==> src/rtl/mul_cmd_issuer.sv <==
// mul_cmd_issuer: queued command initiator driving the MUL_controller compute and ExLdSt interfaces
module mul_cmd_issuer #(
  parameter int FIFO_DEPTH_BIT = 3,
  parameter int COL_NUM        = 16,
  parameter int LD_LAT         = 2
) (
  input  logic               clk,
  input  logic               rst,
  input  logic               cmd_push,
  input  logic               cmd_type,
  input  logic [24:0]        cmd_payload,
  input  logic [COL_NUM-1:0] cmd_wdata,
  input  logic               cmd_last,
  output logic               cmd_full,
  output logic               ovf,
  output logic               busy,
  output logic               rd_valid,
  output logic [COL_NUM-1:0] rd_data,
  output logic               frame_done,
  output logic               F_in,
  input  logic               F_out,
  output logic               Compute_valid,
  output logic [24:0]        Compute_command,
  input  logic               Compute_ready,
  output logic               ExLdSt_valid,
  output logic [6:0]         ExLdSt_command,
  output logic [COL_NUM-1:0] ExLdSt_data_o,
  output logic               ExLdSt_data_oe,
  input  logic [COL_NUM-1:0] ExLdSt_data_i
);
  localparam int DEPTH = 1 << FIFO_DEPTH_BIT;
  localparam int FB = FIFO_DEPTH_BIT;
  typedef enum logic [2:0] {IDLE, CMP, LDST, LD_WAIT, FRAME_WAIT} state_t;
  state_t state, state_nx;
  logic [FB:0] wr_ptr, rd_ptr;
  logic q_type [DEPTH];
  logic [24:0] q_payload [DEPTH];
  logic [COL_NUM-1:0] q_wdata [DEPTH];
  logic q_last [DEPTH];
  logic empty, push_ok, pop, h_type, h_last, ld_last;
  logic [24:0] h_payload;
  logic [COL_NUM-1:0] h_wdata;
  logic [3:0] cnt;
  logic ld_done;
  assign empty = wr_ptr == rd_ptr;
  assign cmd_full = (wr_ptr[FB] != rd_ptr[FB]) && (wr_ptr[FB-1:0] == rd_ptr[FB-1:0]);
  assign push_ok = cmd_push && !cmd_full;
  assign busy = (state != IDLE) || !empty;
  assign h_type = q_type[rd_ptr[FB-1:0]];
  assign h_last = q_last[rd_ptr[FB-1:0]];
  assign h_payload = q_payload[rd_ptr[FB-1:0]];
  assign h_wdata = q_wdata[rd_ptr[FB-1:0]];
  assign ld_done = (state == LD_WAIT) && (cnt == 4'd1);
  // queue storage, written at the tail; only pointers need reset
  always_ff @(posedge clk) begin
    if (push_ok) begin
      q_type[wr_ptr[FB-1:0]]    <= cmd_type;
      q_payload[wr_ptr[FB-1:0]] <= cmd_payload;
      q_wdata[wr_ptr[FB-1:0]]   <= cmd_wdata;
      q_last[wr_ptr[FB-1:0]]    <= cmd_last;
    end
  end
  // state, pointers, load latency counter and registered status pulses
  always_ff @(posedge clk or posedge rst) begin
    if (rst) begin
      state      <= IDLE;
      wr_ptr     <= '0;
      rd_ptr     <= '0;
      ovf        <= 1'b0;
      cnt        <= '0;
      ld_last    <= 1'b0;
      rd_valid   <= 1'b0;
      rd_data    <= '0;
      frame_done <= 1'b0;
    end else begin
      state      <= state_nx;
      wr_ptr     <= push_ok ? wr_ptr + (FB+1)'(1) : wr_ptr;
      rd_ptr     <= pop ? rd_ptr + (FB+1)'(1) : rd_ptr;
      ovf        <= ovf || (cmd_push && cmd_full);
      cnt        <= state == LDST ? 4'(LD_LAT) : state == LD_WAIT ? cnt - 4'd1 : cnt;
      ld_last    <= state == LDST ? h_last : ld_last;
      rd_valid   <= ld_done;
      rd_data    <= ld_done ? ExLdSt_data_i : rd_data;
      frame_done <= (state == FRAME_WAIT) && F_out;
    end
  end
  // next state and interface outputs decoded from state and queue head
  always_comb begin
    state_nx        = state;
    pop             = 1'b0;
    Compute_valid   = 1'b0;
    Compute_command = '0;
    F_in            = 1'b0;
    ExLdSt_valid    = 1'b0;
    ExLdSt_command  = '0;
    ExLdSt_data_o   = '0;
    ExLdSt_data_oe  = 1'b0;
    case (state)
      IDLE: state_nx = empty ? IDLE : !h_type ? CMP : Compute_ready ? LDST : IDLE;
      CMP: begin
        Compute_valid   = 1'b1;
        Compute_command = h_payload;
        F_in            = h_last;
        pop             = Compute_ready;
        state_nx        = !Compute_ready ? CMP : h_last ? FRAME_WAIT : IDLE;
      end
      LDST: begin
        ExLdSt_valid   = 1'b1;
        ExLdSt_command = h_payload[6:0];
        F_in           = h_last;
        pop            = 1'b1;
        ExLdSt_data_oe = h_payload[6];
        ExLdSt_data_o  = h_payload[6] ? h_wdata : '0;
        state_nx       = !h_payload[6] ? LD_WAIT : h_last ? FRAME_WAIT : IDLE;
      end
      LD_WAIT: state_nx = !ld_done ? LD_WAIT : ld_last ? FRAME_WAIT : IDLE;
      FRAME_WAIT: state_nx = F_out ? IDLE : FRAME_WAIT;
      default: state_nx = IDLE;
    endcase
  end
endmodule

==> config.mk <==
export PLATFORM = sky130hd
export DESIGN_NAME = mul_cmd_issuer
export DESIGN_NICKNAME = d
export VERILOG_FILES = /design/src/rtl/mul_cmd_issuer.sv
export SDC_FILE = /design/constraint.sdc
export NUM_CORES = 1
export LEC_CHECK = 0
export ABC_AREA = 1
export ABC_CLOCK_PERIOD_IN_PS = 7800
export BUFFER_PORTS_ARGS = -buffer_cell sky130_fd_sc_hd__buf_4
export CAP_MARGIN = 5
export CORE_MARGIN = 8
export CORE_UTILIZATION = 51
export DETAILED_ROUTE_END_ITERATION = 16
export PLACE_DENSITY = 0.72
export SLEW_MARGIN = 10
export SYNTH_ARGS = -nofsm -noshare
export SYNTH_HDL_FRONTEND = slang
export SYNTH_SLANG_ARGS = --single-unit
==> constraint.sdc <==
create_clock -name clk -period 7.8 [get_ports clk]
set_clock_uncertainty 0.05 [all_clocks]
set_input_delay 0.39 -clock clk [delete_from_list [all_inputs] [get_ports clk]]
set_output_delay 0.39 -clock clk [all_outputs]
set_load 0.02 [all_outputs]
======== After elaboration in Yosys (flattened, before gate mapping) ========
Memory sizes are Yosys's and may differ from the RTL's.
Index checks and enable logic that the tools add are counted.
operators by class
  div/mod/pow operators ................... 0
  bitwise logic cells ..................... 0
  reduce and logical (&&, ||, !) cells .... 13
  multiply operators ...................... 0
  order comparisons ....................... 0
  mux-type cells .......................... 23
  add/subtract/negate cells ............... 3
  equal/unequal tests ..................... 8
  shift operators ......................... 0
operators by type and width
  operator             count
  $mux 16              2
  $mux 25              1
  $mux 3               6
  $pmux 3 s5           1
  $add 4x1->4 const B  2
  $mux 4               2
  $mux 7               1
  $eq 3x2->1 const B   2
  $mux 1               6
  $mux 2               3
  $logic_and 1x1->1    5
  $eq 4x1->1 const B   1
  $eq 4x4->1           1
  $sub 4x1->4 const B  1
  $eq 3x1->1 const B   1
  $eq 3x3->1           1
  $eq 3x3->1 const B   1
  $logic_not 3->1      1
  $reduce_bool 3->1    1
  $logic_not 1->1      2
  $logic_or 1x1->1     2
  $pmux 1 s2           1
  $reduce_bool 2->1    1
  $reduce_or 2->1      1
  $ne 1x1->1           1
storage, ports and cells
  ROM bits ................................ 0
  memories ................................ 4
  input port bits ......................... 64
  bits in registers ....................... 35
  output and inout port bits .............. 73
  logic and storage cells ................. 60
  bits in latches ......................... 0
  memory bits (writable) .................. 344
memory list
  name       depth  width  read ports  clocked after Yosys merged registers in  wr ports  line  RTL
  q_payload  8      25     1           0                                        1         37    logic [24:0] q_payload [DEPTH];
  q_wdata    8      16     1           0                                        1         38    logic [COL_NUM-1:0] q_wdata [DEPTH];
  q_last     8      1      1           0                                        1         39    logic q_last [DEPTH];
  q_type     8      1      1           0                                        1         36    logic q_type [DEPTH];

======== Longest topological paths before layout ========
  word-level depth ........................ 6
  mapped depth ............................ 11
  depth with buffers taken out ............ 10

======== Least setup slack after synthesis ========
OpenSTA, ideal clock, no wires.
  kind .................................... register to register
  start ................................... register rd_ptr[0]
  end ..................................... memory q_last[6], enable pin
  path slack .............................. 4380 ps
  library setup time ...................... 444 ps
  path buffers ............................ 2
  clock period less this slack ............ 3420 ps
  data required time ...................... 7306 ps
  stages on the path, launching flop included .. 9
  arrival ................................. 2927 ps
  cell sequence ........................... dfrtp_1 buf_6 xnor2_1 nand2_1 nor2_2 nand2_1 nand2_2 buf_6 nor2_1
on the way
  cells in the longest elaborated chain, start to end .. 6
ends and longest elaborated chain
  item                          line  RTL
  from (decl)                   35    logic [FB:0] wr_ptr, rd_ptr;
  from (signal assigned)        78    rd_ptr <= pop ? rd_ptr + (FB+1)'(1) : rd_ptr;
  $eq 3x3->1                    46    assign cmd_full = (wr_ptr[FB] != rd_ptr[FB]) && (wr_ptr[FB-1:0] == rd_ptr[FB-1:0]);
  $logic_and 1x1->1             46
  $logic_not 1->1               47    assign push_ok = cmd_push && !cmd_full;
  $logic_and 1x1->1             47
  $mux 1                        56    if (push_ok) begin
  $mux 1 (not written as such)  60    q_last[wr_ptr[FB-1:0]] <= cmd_last;
  to (decl)                     39
Every way passes these cells.

======== Worst setup path after layout ========
  start ................................... register rd_ptr[0]
  end ..................................... output port ExLdSt_command[2]
on the way
  cells in the longest elaborated chain, start to end .. 2
ends and longest elaborated chain
  item          line  RTL
  $mem_v2 8x25  n/a
  $mux 7        98    case (state)
  to (decl)     26    output logic [6:0] ExLdSt_command,
Every way passes these cells.

==> impl_metrics.ini <==
[outcome]
outcome = complete, no violations

[yosys]
yosysTopAreaCell = edfxtp_1
avgSynthCellArea_um2 = 12.3
synth-seq-cells = 379
ys_warn_count = 0
synth-edff-count = 344
syn_nets = 1313
ys.flop_type = edfxtp_1
async_reset_ff_frac = 0.0923
yosysTopAreaCellShare = 0.676
synthMostInstantiatedCell = edfxtp_1
synth_area_leaders = edfxtp_1 (68%), nor2_1 (6.0%), dfrtp_1 (5.7%), nand2_1 (4.2%), o21ai_0 (4.1%)
synthesis.instances = 1245
syn-cell-area_um2 = 15300
synth_cell_types = 34
ys_top_cells_by_count = edfxtp_1 (344), nor2_1 (243), nand2_1 (172)
synth-seq-area-share = 0.733

[power_and_ir_drop]
total_power_mw = 6.71
sequentialPowerShare = 0.414
clockPowerShare = 0.266
internal_power_mw = 4.27
ir_drop_v = 0.000263
switching_power_mw = 2.43
switching_share = 0.363
power_density_nw_per_um2 = 376
power_frac_comb = 0.321
p_leak_nw = 6.48

[cells_and_area]
num-nets-final = 1433
diodes = 0
syn2layout_area_growth_pct = 16.5
final_core_util = 0.602
fillers = 2260
final_area_um2 = 17800
drive_gt1_frac = 0.171

[detailed_routing]
drt-total-wl_um = 33400
num_vias = 9900
met3WireLength_um = 2360
detailedRoute.firstIterationViolations = 866
wire_per_inst_um = 18.7
top_layer_used = met4
drc = 0
firstDrtPassIters = 5
met2_wirelength_um = 15900
ant_nets = 0
drt-met1-wl_um = 14400
vias_per_cell = 5.55

[clock_tree]
numCtsBuffers = 39
root_buffer = clkbuf_16
clk_pin_slew_ns = 0.06
clock_path_buffers = 3
post_cts_buffers = 0
hold_buffers = 2
post_cts_resized = 0
cts_tree = yes
clkLatencyLatePin_ns = 0.53
cts.sinks = 379
cts.htree.levels = 2

[sta]
maxSlewHeadroom = 0.180
rsz0062_at_grt = false
period_share = 0.564
period_needed_ns = 4.40
hold_slack_ns = 0.0175
final_max_slew_viol_count = 0
setup_viol = 0
setup_tns_ns = 0
worstMarginPinSlew_ns = 1.23
clock.fmax_mhz = 227
finalHoldViolations = 0

[die]
core_um2 = 29600
initial_core_util = 0.517
die_w_um = 189
row_count = 63
die_h_um = 189
io_pins = 137
design.die.area_um2 = 35800

[min_path]
hold_path_class = input pin to register

[global_routing]
antenna_found_initial = 0
grt_max_degree = 117
grt_first_pass_wirelength_um = 52700
grt_pass1_vias = 9728
grtUsageTotal = 0.183
grt_overflow = 0

[placed_design]
dp_hpwl_um = 18800
io_buffers = 136
gp_congestion = 0.788
placed_cell_area_um2 = 16600

[worst_setup_path]
criticalPathCategory = register to output port
critPathArrivalTime_ns = 3.96
end_kind = output port
worstPathMaxFanout = 116
crit_required_ns = 7.36
cp-start-kind = register

[job]
maxCapViolations = 0
area by class of cell:
| class | count | area, um^2 | area share |
|---|---|---|---|
| flip-flops and latches | 379 | 11200 | 0.630 |
| multi-input cells | 741 | 3530 | 0.198 |
| repair buffers | 153 | 1160 | 0.0652 |
| clock buffers | 50 | 1030 | 0.0577 |
| well taps | 390 | 488 | 0.0274 |
| clock inverters | 21 | 199 | 0.0112 |
| inverters | 51 | 194 | 0.0109 |
power by group through the flow:
stage / registers, mW / clock network [mW] / logic [mW]
6_report: 2.77 / 1.78 / 2.15
2_1_floorplan: 2.70 / 0 / 1.58
4_1_cts: 2.77 / 1.80 / 2.17
5_1_grt: 2.81 / 1.88 / 2.39
3_5_place_dp: 2.81 / 0 / 2.16
3_3_place_gp: 2.80 / 0 / 2.10
registers in the layout, summed over array words and instances (netlist names):
register / flops
cnt: 4
ovf: 1
rd_ptr: 4
rd_valid: 1
q_payload: 200
state: 3
q_wdata: 128
q_type: 8
wr_ptr: 4
q_last: 8
rd_data: 16
frame_done: 1
ld_last: 1
cell usage in the layout (no fill, tap or decap), types with 3 or more instances in the layout:
cell and n:
edfxtp_1 344, nor2_1 241, nand2_1 172, buf_4 150, o21ai_0 124, o22ai_1 56
o21ai_1 49, inv_1 45, clkbuf_16 39, dfrtp_1 32, o211ai_1 24, nand3_1 22
clkinv_1 10, clkbuf_1 10, a21oi_2 9, a21oi_1 9, nor3_4 6, clkinv_2 6
nand2_2 4, xor2_1 4, nand4_1 4, ha_1 4, nor2_4 3, inv_2 3
bufinv_16 3
logic make-up after synthesis:
family | after synthesis | synth area share
AOI/OAI and AO/OA | 275 | 0.102
xor gates and xnor gates | 6 | 0.00344
adders and majority gates | 4 | 0.00327
buffers and inverters | 125 | 0.0399
DFF | 379 | 0.733
and+or+nand+nor | 456 | 0.119
worst max-delay path: stages, from the launching register on:
cell	delay [ns]
dfrtp_4	0.83
inv_4	0.58
buf_4	0.98
o21ai_0	0.21
o22ai_1	0.25
o21ai_1	0.15
nor2_1	0.14
buf_4	0.15
path summary, 6_finish.rpt:
check,from,end,slack [ns],cells after the start
max,rd_ptr[0],ExLdSt_command[2],3.40,7
min,ExLdSt_data_i[15],rd_data[15],0.02,3
max reg2reg,rd_ptr[2],q_payload[3][18],3.46,10
min reg2reg,state[1],frame_done,0.39,1
max in group asynchronous,rst,rd_ptr[0],6.86,4
min in group asynchronous,rst,wr_ptr[0],0.49,4
through the flow:
step / cells / worst slack [ns]
6_report: 1785 / 3.40
5_1_grt: 1785 / 3.01
4_1_cts: 1785 / 3.40
2_1_floorplan: 1245 / 4.38
3_3_place_gp: 1711 / 3.42
3_5_place_dp: 1712 / 3.48
metal layers:
| layer | track usage | up-vias |
|---|---|---|
| met5 | 0 | - |
| met2 | 0.298 | 361 |
| met4 | 0.0559 | 0 |
| met1 | 0.248 | 4830 |
| met3 | 0.0333 | 54 |
| li1 | - | 4655 |
Note: power is estimated with default switching activity, not from simulation.
